### src/rtl/ibex_rvfi_trace_buffer.sv
// rtl/ibex_rvfi_trace_buffer.sv - RVFI retirement trace buffer with arm/trigger/freeze capture
module ibex_rvfi_trace_buffer #(
  parameter int unsigned Depth      = 16,
  parameter bit          CaptureMem = 1'b0,
  localparam int unsigned CW        = $clog2(Depth) + 1,
  localparam int unsigned EntryW    = 103 + (CaptureMem ? 40 : 0)
) (
  input  logic              clk_i,
  input  logic              rst_ni,
  input  logic              arm_i,
  input  logic              mode_i,
  input  logic              trig_pc_en_i,
  input  logic [31:0]       trig_pc_i,
  input  logic              trig_trap_en_i,
  input  logic [CW-1:0]     post_trig_i,
  input  logic              rvfi_valid_i,
  input  logic [31:0]       rvfi_pc_rdata_i,
  input  logic [31:0]       rvfi_insn_i,
  input  logic [4:0]        rvfi_rd_addr_i,
  input  logic [31:0]       rvfi_rd_wdata_i,
  input  logic              rvfi_trap_i,
  input  logic              rvfi_intr_i,
  input  logic [31:0]       rvfi_mem_addr_i,
  input  logic [3:0]        rvfi_mem_rmask_i,
  input  logic [3:0]        rvfi_mem_wmask_i,
  output logic              rd_valid_o,
  input  logic              rd_ready_i,
  output logic [EntryW-1:0] rd_data_o,
  output logic [1:0]        state_o,
  output logic              triggered_o,
  output logic [CW-1:0]     count_o,
  output logic [15:0]       overflow_o
);

  localparam int unsigned AW = $clog2(Depth);
  localparam logic [CW-1:0] DepthCnt = CW'(Depth);

  typedef enum logic [1:0] {IDLE = 2'd0, ARMED = 2'd1, CAPTURE = 2'd2, FROZEN = 2'd3} state_e;

  state_e            state_q, state_d;
  logic [AW-1:0]     wptr_q, wptr_d, rptr_q, rptr_d;
  logic [CW-1:0]     count_q, count_d, rem_q, rem_d;
  logic [15:0]       ovf_q, ovf_d;
  logic              trig_q, trig_d;
  logic              we, store, pop, full, hit;
  logic [EntryW-1:0] wr_data;
  logic [EntryW-1:0] mem_q [Depth];

  generate
    if (CaptureMem) begin : g_mem
      assign wr_data = {rvfi_mem_addr_i, rvfi_mem_rmask_i, rvfi_mem_wmask_i, rvfi_pc_rdata_i,
                        rvfi_insn_i, rvfi_rd_addr_i, rvfi_rd_wdata_i, rvfi_trap_i, rvfi_intr_i};
    end else begin : g_nomem
      logic unused_mem;
      assign unused_mem = ^{rvfi_mem_addr_i, rvfi_mem_rmask_i, rvfi_mem_wmask_i};
      assign wr_data = {rvfi_pc_rdata_i, rvfi_insn_i, rvfi_rd_addr_i, rvfi_rd_wdata_i,
                        rvfi_trap_i, rvfi_intr_i};
    end
  endgenerate

  assign hit  = rvfi_valid_i & ((trig_pc_en_i & (rvfi_pc_rdata_i == trig_pc_i)) |
                                (trig_trap_en_i & rvfi_trap_i));
  assign pop  = rd_valid_o & rd_ready_i;
  assign full = (count_q == DepthCnt);

  always_comb begin
    state_d = state_q;
    wptr_d  = wptr_q;
    rptr_d  = rptr_q;
    count_d = count_q;
    ovf_d   = ovf_q;
    trig_d  = trig_q;
    rem_d   = rem_q;
    store   = 1'b0;
    we      = 1'b0;
    if (arm_i) begin
      state_d = ARMED;
      wptr_d  = '0;
      rptr_d  = '0;
      count_d = '0;
      ovf_d   = '0;
      trig_d  = 1'b0;
      rem_d   = '0;
    end else begin
      unique case (state_q)
        ARMED: begin
          if (hit) begin
            trig_d = 1'b1;
            if (post_trig_i == '0) begin
              state_d = FROZEN;
            end else if (post_trig_i == CW'(1)) begin
              store   = 1'b1;
              state_d = FROZEN;
            end else begin
              store   = 1'b1;
              rem_d   = post_trig_i - CW'(1);
              state_d = CAPTURE;
            end
          end else begin
            store = rvfi_valid_i;
          end
        end
        CAPTURE: begin
          if (rvfi_valid_i) begin
            store = 1'b1;
            rem_d = rem_q - CW'(1);
            if (rem_q == CW'(1)) state_d = FROZEN;
          end
        end
        default: ;
      endcase

      // The drop/overwrite decision uses the pre-pop count. In ring mode a full write moves the
      // head by exactly one whether or not a pop happens in the same cycle.
      if (store && full && !mode_i) begin
        if (ovf_q != 16'hFFFF) ovf_d = ovf_q + 16'd1;
        if (pop) begin
          rptr_d  = rptr_q + AW'(1);
          count_d = count_q - CW'(1);
        end
      end else if (store && full) begin
        we     = 1'b1;
        wptr_d = wptr_q + AW'(1);
        rptr_d = rptr_q + AW'(1);
      end else if (store) begin
        we     = 1'b1;
        wptr_d = wptr_q + AW'(1);
        if (pop) rptr_d = rptr_q + AW'(1);
        else     count_d = count_q + CW'(1);
      end else if (pop) begin
        rptr_d  = rptr_q + AW'(1);
        count_d = count_q - CW'(1);
      end
    end
  end

  always_ff @(posedge clk_i or negedge rst_ni) begin
    if (!rst_ni) begin
      state_q <= IDLE;
      wptr_q  <= '0;
      rptr_q  <= '0;
      count_q <= '0;
      ovf_q   <= '0;
      trig_q  <= 1'b0;
      rem_q   <= '0;
    end else begin
      state_q <= state_d;
      wptr_q  <= wptr_d;
      rptr_q  <= rptr_d;
      count_q <= count_d;
      ovf_q   <= ovf_d;
      trig_q  <= trig_d;
      rem_q   <= rem_d;
    end
  end

  always_ff @(posedge clk_i) begin
    if (we) mem_q[wptr_q] <= wr_data;
  end

  assign rd_valid_o  = (count_q != '0);
  assign rd_data_o   = mem_q[rptr_q];
  assign state_o     = state_q;
  assign triggered_o = trig_q;
  assign count_o     = count_q;
  assign overflow_o  = ovf_q;

endmodule
### config.mk
export PLATFORM = sky130hd
export DESIGN_NAME = ibex_rvfi_trace_buffer
export DESIGN_NICKNAME = d
export VERILOG_FILES = /design/src/rtl/ibex_rvfi_trace_buffer.sv
export SDC_FILE = /design/constraint.sdc
export NUM_CORES = 2
export LEC_CHECK = 0
export CAP_MARGIN = 5
export CELL_PAD_IN_SITES_DETAIL_PLACEMENT = 1
export CELL_PAD_IN_SITES_GLOBAL_PLACEMENT = 2
export CORE_ASPECT_RATIO = 1.4
export CORE_MARGIN = 1.5
export CORE_UTILIZATION = 34
export DETAILED_ROUTE_END_ITERATION = 10
export GPL_TIMING_DRIVEN = 0
export PLACE_DENSITY_LB_ADDON = 0.1
export SYNTH_ARGS = -nofsm -noshare
export SYNTH_HDL_FRONTEND = slang
export SYNTH_SLANG_ARGS = --single-unit
export TNS_END_PERCENT = 100
### constraint.sdc
create_clock -name clk_i -period 18.35 [get_ports clk_i]
set_input_delay 2.7525 -clock clk_i [delete_from_list [all_inputs] [get_ports clk_i]]
set_output_delay 2.7525 -clock clk_i [all_outputs]
set_load 0.005 [all_outputs]
==> impl_results.md <==
* Number of max-cap violations at 0
* Worst setup EP type: primary output
* Yosys cell types at 58
* WP data arrival at 5290 ps
* Clock transition at the registers of the reported paths at 60 ps
* Leakage power at roughly 0.024 uW
* Worst hold-check path type: reg2reg
* Crit path launch: rptr_q[1]
* Initial antenna violation count at 20
* Clk Latency, worst-skew pair at just over 800 ps
* Core area at roughly 190000 sq um
* Net Sw Power at about 2500 uW
* Final #Nets at 4092
* Final wirelength at 191.6 mm
* HP Start: triggered_o
* Clock buffer count from CTS at 168
* Vias at 34300
* RSZ-0062 raised after global routing: false
* Reg power frac at 0.451
* Fin cells at around 6500
* Cts hold-fix bufs at 0
* Clock buffer depth at 3
* Fillers at about 18000
* Post-CTS setup-driven buffer insertion count at 0
* GRT Util Overall at 0.1959
* Syn_nets at 3594
* Pint at ~7000 uW
* Setup slack at placement at 10740 ps
* Sequential-to-total area share from yosys stat at 0.7682
* Inst Count DP at 6213
* CP startpoint kind: register
* Worst-Margin Slew at between 1000 and 1500 ps
* Placed inst area at 72700 sq um
* Drt initial violations at 2514
* Root Driver: clkbuf_16
* Vias in the first global route at roughly 37000
* Reg2Reg Depth at 12
* Reg2reg start: state_o[1]
* Total congestion overflow at 0
* TritonCTS Sinks at roughly 1700
* Main synth FF type: edfxtp_1
* Number of synthesized flops with an enable pin at ~1600
* IO Port Bufs at about 270
* Tot Pwr at between 9000 and 10000 uW
* Pwr/cell area at 121.5 nW/um^2
* Synth Register Bits at roughly 1700
* Chip width at 374.3 um
* Sw Share at 0.2641
* Slew Limit Fails at 0
* Critical path fanouts, max at 10
* Worst hold endpoint: triggered_o
* First-pass DRT Iterations at 5
* Post-CTS sizing at 0
* Post-synthesis cell count at 3392
* Mean post-synth cell area at 19.35 sq um
* Area growth, synth to finish at 18.92%
* H-tree levels at 4
* Drc violations at 0
* Maximum clock frequency at 0.1243 GHz
* DPL Wire Length at 121.2 mm
* Crit path required time at 15600 ps
* Period utilization at 0.4383
* Vias per std cell at roughly 5.2
* Overall die height at 522.8 um
* Combinational power share at 0.194
* First-pass GRT wire length at 273.1 mm
* Final Skew at between 20 and 25 ps
* Fin worst setup slack at about 10000 ps
* Syn. warnings at 0
* Clock Power Share at 0.355
* Tmin final at 8043 ps
* Design Area, Final at 78040 sq um
* FP Rows at 190
* Die area at 195700 sq um
* Final ANT Viol Nets at 0
* Setup violators final at 0
* Hold Worst Slack at 546.5 ps
* Pin count of the biggest net entering global routing at 43
* Critical path class: reg2out
* TritonCTS clock tree: built
* Reg-to-Reg End: mem_q[8][62]
* Post-synth ARST share at 0.02196
* Status: complete, no violations
* Initial Utilization at 0.3425
* Share of layout cells above drive strength 1 at 0.1658
* Avg WL per Cell at between 20 and 30 um
* IO Pins at 316
* Rel. slew slack at 0.1484
* Worst vdd ir at 0.00008223 V
* Hold path depth at 2
* Endpoints failing hold at 0
* Reg2Reg Setup Slack at 14490 ps
* Gpl congestion at 0.7122
* Syn Std Cell Area at about 66000 sq um
## worst max-delay path by stage
stage                    end  slack [ps]  cells past startpoint
3_5_place_dp    mem_q[8][55]       10740                     12
5_1_grt        rd_data_o[76]       10180                      7
6_report       rd_data_o[76]       10310                      7
4_1_cts        rd_data_o[76]       10150                      7
3_3_place_gp    mem_q[5][53]      -11130                      8
2_1_floorplan    mem_q[5][0]        3490                      9
## synthesized netlist by cell type, drive strengths merged (3+ instances only)
cell | count | share of area
a21oi | 121 | 0.0093
a221oi | 104 | 0.014
a22oi | 103 | 0.012
and2 | 6 | 0.00057
and3 | 16 | 0.0015
buf | 69 | 0.0051
clkbuf | 113 | 0.0065
dfrtp | 37 | 0.014
edfxtp | 1648 | 0.75
ha | 14 | 0.0027
inv | 21 | 0.0012
mux2 | 110 | 0.019
mux2i | 316 | 0.048
mux4 | 206 | 0.071
nand2 | 121 | 0.0069
nand3 | 11 | 0.00092
nand3b | 3 | 0.00034
nand4 | 19 | 0.0018
nor2 | 29 | 0.0017
nor2b | 9 | 0.00090
nor3 | 8 | 0.00086
nor4 | 5 | 0.00071
o21ai | 220 | 0.017
o31ai | 6 | 0.00069
or3 | 7 | 0.00067
or4 | 8 | 0.00092
xnor2 | 32 | 0.0043
xor2 | 8 | 0.0011
## kinds of logic after synthesis
family / synth area share
flip-flops: 0.7682
multiplexers: 0.1378
AO/OA/AOI/OAI: 0.05434
AND/OR/NAND/NOR: 0.01886
buffers and inverters: 0.01277
XOR/XNOR: 0.005339
adder cells (fa/ha/maj): 0.002669
## power by group through the flow
| stage | logic (uW) | clock network (uW) | registers [uW] |
|---|---|---|---|
| after floorplan | 1090 | 0 | 4360 |
| after global placement | 1860 | 0 | 4370 |
| after detailed placement | 1880 | 0 | 4360 |
| after CTS | 1890 | 3450 | 4280 |
| after global routing | 1980 | 3570 | 4280 |
| final | 1840 | 3360 | 4280 |
## layer usage
metal | GRT usage | wire, um
met4 | 0.04834 | 3919
met1 | 0.2588 | 82910
met3 | 0.03067 | 8293
met2 | 0.3376 | 96370
met5 | 0 | 82
## state kept, by name, indices dropped and copies added (netlist names)
| name | flops |
|---|---|
| count_o | 5 |
| mem_q | 1648 |
| overflow_o | 16 |
| rem_q | 5 |
| rptr_q | 4 |
| state_o | 2 |
| triggered_o | 1 |
| wptr_q | 4 |
## placed cells by master (no fill, tap or decap), types with 107 or more instances in the layout
| cell | instances |
|---|---|
| edfxtp_1 | 1648 |
| mux4_2 | 206 |
| clkbuf_16 | 170 |
| o21ai_0 | 220 |
| a21oi_1 | 120 |
| nand2_1 | 121 |
| mux2i_1 | 316 |
| mux2_2 | 107 |
| clkdlybuf4s50_1 | 273 |
| clkbuf_1 | 148 |
## critical path, stage by stage, from the launching register on
cell,delay [ps]
dfrtp_1,390
clkbuf_1,950
clkbuf_1,960
buf_1,800
mux4_2,430
a22oi_1,180
nand2_1,230
clkdlybuf4s50_1,520
## stage by stage
| stage | utilization | TNS (ps) |
|---|---|---|
| after floorplan | - | 0 |
| after global placement | 0.3731 | -1144180 |
| after detailed placement | 0.3794 | 0 |
| after CTS | 0.4069 | 0 |
| after global routing | 0.4072 | 0 |
| final | 0.4073 | 0 |
## final cells by class
class	instances	area, sq um	share of cell area
plain buffers	182	760.7	0.009748
clock inverters	99	869.6	0.01114
repair buffers	328	3910	0.05010
flip-flops and latches	1685	50410	0.6460
diodes	10	25.02	0.0003207
well taps	2496	3123	0.04002
clock buffers	209	4400	0.05639
multi-input cells	1503	14450	0.1852
inverters	22	82.58	0.001058
Power figures use the tool's default switching activity.
